[src/rtl/alu_operand_regs.sv]
// Operand register stage feeding the 8-bit ALU: accumulator A, operand B, readiness tracking.
// Optional zero flag on accumulator writes is enabled by defining OPERAND_REGS_ZERO_FLAG_EN.
module alu_operand_regs #(
   parameter int unsigned      WIDTH   = 8,
   parameter logic [WIDTH-1:0] A_RESET = '0,
   parameter logic [WIDTH-1:0] B_RESET = '0
) (
   input  logic             clk,
   input  logic             rst_n,
   input  logic [WIDTH-1:0] bus_in,
   input  logic             load_a,
   input  logic             load_b,
   input  logic             acc_write,
   input  logic [WIDTH-1:0] alu_result,
   input  logic             a_out_en,
   input  logic             consume,
   output logic [WIDTH-1:0] a_q,
   output logic [WIDTH-1:0] b_q,
   output logic [WIDTH-1:0] bus_out,
   output logic             operands_valid,
   output logic             load_conflict
`ifdef OPERAND_REGS_ZERO_FLAG_EN
   ,
   output logic             zero_flag
`endif
);

   typedef enum logic [1:0] {StEmpty, StHaveA, StHaveB, StFull} state_e;

   state_e           r_state;
   state_e           w_state_next;
   state_e           w_base;
   logic [WIDTH-1:0] r_a;
   logic [WIDTH-1:0] r_b;
   logic             r_conflict;
   logic             w_conflict;
   logic             w_a_event;
   logic             w_b_event;

   assign w_conflict = load_a & acc_write;
   assign w_a_event  = load_a ^ acc_write;
   assign w_b_event  = load_b;

   always_ff @(posedge clk or negedge rst_n) begin
      if (!rst_n) begin
         r_a        <= A_RESET;
         r_b        <= B_RESET;
         r_conflict <= 1'b0;
         r_state    <= StEmpty;
      end else begin
         if (load_a && !acc_write) begin
            r_a <= bus_in;
         end else if (acc_write && !load_a) begin
            r_a <= alu_result;
         end
         if (load_b) begin
            r_b <= bus_in;
         end
         r_conflict <= w_conflict;
         r_state    <= w_state_next;
      end
   end

   // A consumed pair restarts from EMPTY, so same-cycle events are applied to that base.
   always_comb begin
      w_base       = r_state;
      w_state_next = r_state;
      if (r_state == StFull && consume) begin
         w_base = StEmpty;
      end
      unique case (w_base)
         StEmpty: begin
            if (w_a_event && w_b_event) begin
               w_state_next = StFull;
            end else if (w_a_event) begin
               w_state_next = StHaveA;
            end else if (w_b_event) begin
               w_state_next = StHaveB;
            end else begin
               w_state_next = StEmpty;
            end
         end
         StHaveA: w_state_next = w_b_event ? StFull : StHaveA;
         StHaveB: w_state_next = w_a_event ? StFull : StHaveB;
         StFull:  w_state_next = StFull;
         default: w_state_next = StEmpty;
      endcase
   end

`ifdef OPERAND_REGS_ZERO_FLAG_EN
   logic r_zero;

   always_ff @(posedge clk or negedge rst_n) begin
      if (!rst_n) begin
         r_zero <= 1'b0;
      end else if (acc_write && !load_a) begin
         r_zero <= (alu_result == '0);
      end
   end

   assign zero_flag = r_zero;
`endif

   assign a_q            = r_a;
   assign b_q            = r_b;
   assign bus_out        = a_out_en ? r_a : '0;
   assign operands_valid = (r_state == StFull);
   assign load_conflict  = r_conflict;

endmodule
[config.mk]
export PLATFORM = sky130hd
export DESIGN_NAME = alu_operand_regs
export DESIGN_NICKNAME = d
export VERILOG_FILES = /design/src/rtl/alu_operand_regs.sv
export SDC_FILE = /design/constraint.sdc
export NUM_CORES = 1
export LEC_CHECK = 0
export CAP_MARGIN = 10
export CORE_MARGIN = 3
export CORE_UTILIZATION = 36
export CTS_CLUSTER_DIAMETER = 40
export DETAILED_ROUTE_END_ITERATION = 8
export PLACE_DENSITY_LB_ADDON = 0.05
export RECOVER_POWER = 100
export SLEW_MARGIN = 20
export SYNTH_ARGS = -nofsm -noshare
export SYNTH_HDL_FRONTEND = slang
export SYNTH_SLANG_ARGS = --single-unit
[constraint.sdc]
create_clock -name clk -period 0.9 [get_ports clk]
set_input_delay 0.09 -clock clk [delete_from_list [all_inputs] [get_ports clk]]
set_output_delay 0.09 -clock clk [all_outputs]
set_load 0.03 [all_outputs]
# Yosys cells after proc, flatten, opt, wreduce, memory -nomap -nowiden

Index checks and enable logic that the tools add are counted.

Reduce and logical (&&, ||, !) cells: 8
Magnitude comparators: 0
$mul: 0
Mux-type cells: 10
Add/sub/neg operators: 0
Equality and inequality tests: 4
Bitwise operators: 2
Shift operators: 0
Div/mod/pow operators: 0

Operator list:

| operator                                             | count |
|---|---|
| two-way mux 8 bit                                    | 3 |
| two-way mux 2 bit                                    | 5 |
| case mux 2 bit (4 select lines)                      | 1 |
| equality test 2 bit (second input constant)          | 3 |
| logical AND 1 bit                                    | 4 |
| equality test 2 x 1 -> 1 bit (second input constant) | 1 |
| logical NOT 1 bit                                    | 2 |
| logical NOT 2 bit                                    | 1 |
| nonzero test 2 bit                                   | 1 |
| AND 1 bit                                            | 1 |
| two-way mux 1 bit                                    | 1 |
| XOR 1 bit                                            | 1 |

Word-level logic and storage cells: 28
Memory bits (read-only): 0
Register bits after elaboration: 19
Memory bits (writable): 0
Output and inout port bits: 26
Latch bits: 0
Memories kept: 0

# Longest topological paths before layout

Depth in word-level cells: 5
Depth in mapped cells: 5
Mapped depth without buffers: 4

# Worst setup path before layout

OpenSTA, ideal clock, no wires.

Path type: reg-to-output
Start point: register r_a[7] (netlist: a_q[7])
End point: output port bus_out[7]
Setup slack: -0.037 ns
Data required time: 0.810 ns
Data arrival time: 0.847 ns
Stages on the path, launching flop included: 2
Buffers on the path: 0
Cell sequence: dfrtp_1 > and2_1

Word-level cells in the longest chain between the ends: 1

Ends and longest elaborated chain:

| what                   | RTL line | text |
|---|---|---|
| start, declared        | 33       | `logic [WIDTH-1:0] r_a;` |
| start signal, assigned | 52       | `r_a <= bus_in;` |
| start signal, assigned | 54       | `r_a <= alu_result;` |
| two-way mux 8 bit      | 106      | `assign bus_out = a_out_en ? r_a : '0;` |
| end, declared          | 19       | `output logic [WIDTH-1:0] bus_out,` |

No other way between the ends.

# Final worst setup path

Start point: register r_a[6] (netlist: a_q[6])
End point: output port bus_out[6]

The elaborated chain is that of the path after synthesis.

==> reports/qor.log <==
[worst_setup_path] CP Capture Type output pin
[worst_setup_path] slowest library cell on the worst path sky130_fd_sc_hd__dfrtp_1
[grt] largest net degree at the start of global routing 20
[layout] fill cell instance count of the final layout 186
[grt] GR Overflow Total 0
[worst_setup_path] CP Launch Point a_q[6]
[flow_run] Maximum Capacitance Violations 0
[yosys] area share of the largest cell type after synthesis 55.3%
[routing] vias per cell 4.52
[clock_tree] # clock sinks 19
[yosys] mux contribution to synthesized area 19.8%
[timing] final worst path period share 122%
[place] Port Buf Inserts 48
[grt] wire length of the first global-routing pass 3280 µm
[layout] Area Overhead vs Synth 83.6%
[yosys] Synth Register Bits 19
[floorplanning] die area 3010 µm²
[yosys] post-synthesis adder-cell area fraction 2.91%
[routing] DRC violations left 0
[floorplanning] die outline height 54.9 µm
[grt] via count of the first global-routing pass 720
[worst_hold_path] origin of the worst min-delay path acc_write
[timing] Hold Vio Cnt, Final 0
[layout] Final Instance Area 1580 µm²
[worst_setup_path] delay contributed by the slowest stage of the critical path 0.43 ns
[grt] initial antenna violation count 0
[worst_setup_path] maximum fanout along the worst path 2
[clock_tree] Max clock buf depth 2
[yosys] Post-synth EDFFs 0
[layout] number of nets at the end of the flow 160
[routing] final WL 2190 µm
[clock_tree] CTS clock-pin slew for the worst setup and hold paths 0.10 ns
[layout] share of cells above drive strength 1 47.8%
[routing] routed wirelength normalized by instance count 13.5 µm
[worst_setup_path] data arrival time of the critical path 1.01 ns
[floorplanning] number of placed I/O pins 49
[routing] post-route antenna net violation count 0
[place] number of instances in the placed design 146
[routing] violation count after the first detailed-routing iteration 2
[yosys] syn_area_per_cell 12.3 µm²
[grt] total global-route track usage 15.7%
[yosys] synth cell count leaders sky130_fd_sc_hd__dfrtp_1 (19), sky130_fd_sc_hd__nand2_1 (10), sky130_fd_sc_hd__and2_1 (9)
[place] routability congestion estimate from global placement 0.661
[clock_tree] root buf cell sky130_fd_sc_hd__clkbuf_4
[floorplanning] effective utilization at floorplan 38.5%
[yosys] async set-or-reset flop fraction in the synthesized netlist 100%
[power_and_ir_drop] overall power 2.64 mW
[floorplanning] core area 2230 µm²
[clock_tree] CTS tree yes
[routing] Initial DRT Pass Iterations 2
[yosys] compound-gate portion of the synthesized area 7.13%
[timing] number of max-slew violations in the final report 0
[timing] Hold Slack 0.186 ns
[timing] number of setup violations in the final report 29
[yosys] cell count after synthesis 70
[worst_setup_path] Critical R2R Capture a_q[0]
[timing] worst-case setup margin in the final layout -0.199 ns
[run_status] run status complete, but fails checks
[worst_hold_path] type of the most critical hold path in -> reg
[yosys] cell type with the largest total area after synthesis sky130_fd_sc_hd__dfrtp_1
[timing] Rel. slew slack 67.6%
[yosys] cell types occupying the most area after synthesis sky130_fd_sc_hd__dfrtp_1 (55%), sky130_fd_sc_hd__mux2_2 (10%), sky130_fd_sc_hd__mux2i_1 (9.3%)
[worst_setup_path] termination of the worst setup path bus_out[6]
[floorplanning] x dimension of the die 54.9 µm
[yosys] Most used DFF post-synth sky130_fd_sc_hd__dfrtp_1
[timing] Clock Skews 0.000864 ns
[worst_setup_path] CP Class reg -> out
[yosys] dominant combinational cell family by area after synthesis multiplexers
[worst_setup_path] worst path cell trace and2_4 -> buf_6
[power_and_ir_drop] Max IR drop VDD 1340 µV
[worst_setup_path] Worst Path Required 0.81 ns
[timing] fin crit period 1.10 ns
[power_and_ir_drop] Leak 0.738 nW
[timing] FMAX 910 MHz
[yosys] Synth cell types 13
[clock_tree] Clk Latency, worst-skew pair 0.28 ns
[clock_tree] number of buffers added by the clock tree synthesis step 3
[yosys] net count after synthesis 95
[run_status] failing checks negative setup slack
[worst_setup_path] number of cells traversed by the worst register-to-register path 5
[yosys] leading cell type by number of instances after synthesis sky130_fd_sc_hd__dfrtp_1
[worst_setup_path] R2R Path Start a_q[0]
[layout] non-filler instance count after layout 162
[clock_tree] total number of H-tree levels 1
[yosys] basic-gate share of the synthesized area counting and, or, nand and nor cells 10.9%
[place] Area after DPL 1340 µm²
[yosys] fraction of the yosys area taken by sequential cells 55.3%
[yosys] XOR/XNOR share of the synthesized area 0%
[yosys] combined area of all synthesized cells 860 µm²
[place] Worst Setup Slack post-DPL -0.623 ns
[worst_setup_path] worst reg2reg setup slack -0.03 ns
[layout] number of diodes 0
[yosys] Warnings, synthesis 0
[timing] worst-margin pin slew 0.487 ns
[timing] RSZ-0062 raised after global routing true
[floorplanning] site row count 17
[worst_setup_path] Worst setup SP type flop
[power_and_ir_drop] Power Dens Cells 1680 nW/µm²
[routing] routed via count 732
[layer usage]
metal | track usage [%] | routed length [µm]
met4 | 4.98 | 16
met5 | 0 | 0
met1 | 20.7 | 926
met2 | 24.8 | 1060
met3 | 4.09 | 180
[critical path: cells and delay by family, from the launching register on]
family / cells / cell delay [ns]
buffers and inverters: 1 / 0.13
DFF: 1 / 0.43
and+or+nand+nor: 1 / 0.17
[metrics by stage]
step                setup TNS [ns]  util, %
floorplan                        0        -
global placement             -8.13     59.9
detailed placement           -8.83     59.9
CTS                          -2.87     70.8
global route                 -4.37     70.6
finish                       -2.83     70.6
[state kept, by name, indices dropped and copies added, names as in the netlist]
| name | count |
|---|---|
| a_q | 8 |
| b_q | 8 |
| r_state | 2 |
| load_conflict | 1 |
[area by class of cell]
cell class | count | area (µm²) | area share (%)
tap | 28 | 35.0 | 2.22
inverter | 1 | 3.75 | 0.238
clock buffer | 4 | 26.3 | 1.67
sequential | 19 | 475 | 30.1
timing repair buffer | 63 | 662 | 42.0
multi-input combinational | 47 | 375 | 23.8
[report_power, final]
group          total (mW)  internal [mW]  switching (mW)
Sequential           1.03          0.959          0.0741
Clock               0.420          0.172           0.249
Combinational        1.19          0.640           0.552
Total                2.64           1.77           0.875
[cell families (layout without fill, tap and decap cells)]
family          count (synthesis)  after routing
compound gates                 10             10
flops                          19             19
mux                            16             16
simple gates                   19             19
fa+ha+maj                       2              2
buf+inv                         4             68
[what timing repair did]
action / CTS / global route
gates cloned: 0 / 0
resized for setup: 45 / 4
endpoints found under the setup margin: 35 / 26
hold buffers: 0 / 0
pin swaps: 1 / 0
buffers inserted: 11 / 1
[cell usage in the layout (no fill, tap or decap)]
cell and instances:
sky130_fd_sc_hd__a21o_1 1, sky130_fd_sc_hd__clkbuf_4 6, sky130_fd_sc_hd__dlygate4sd2_1 3, sky130_fd_sc_hd__buf_12 1
sky130_fd_sc_hd__ha_1 1, sky130_fd_sc_hd__buf_4 2, sky130_fd_sc_hd__inv_1 1, sky130_fd_sc_hd__ha_2 1
sky130_fd_sc_hd__a21bo_2 1, sky130_fd_sc_hd__and2_4 9, sky130_fd_sc_hd__clkbuf_1 1, sky130_fd_sc_hd__nand2_1 10
sky130_fd_sc_hd__o21ai_2 1, sky130_fd_sc_hd__mux2i_1 8, sky130_fd_sc_hd__clkbuf_2 1, sky130_fd_sc_hd__o21ai_1 7
sky130_fd_sc_hd__clkdlybuf4s50_1 18, sky130_fd_sc_hd__buf_6 34, sky130_fd_sc_hd__dlygate4sd3_1 1, sky130_fd_sc_hd__mux2_2 8
sky130_fd_sc_hd__dfrtp_1 19
[worst min path at each step]
stage                          to  cells after the start
global placement    load_conflict                      2
finish              load_conflict                      2
global route        load_conflict                      2
detailed placement  load_conflict                      2
CTS                        a_q[2]                      2
floorplan                  a_q[0]                      0
Power figures use the tool's default switching activity.
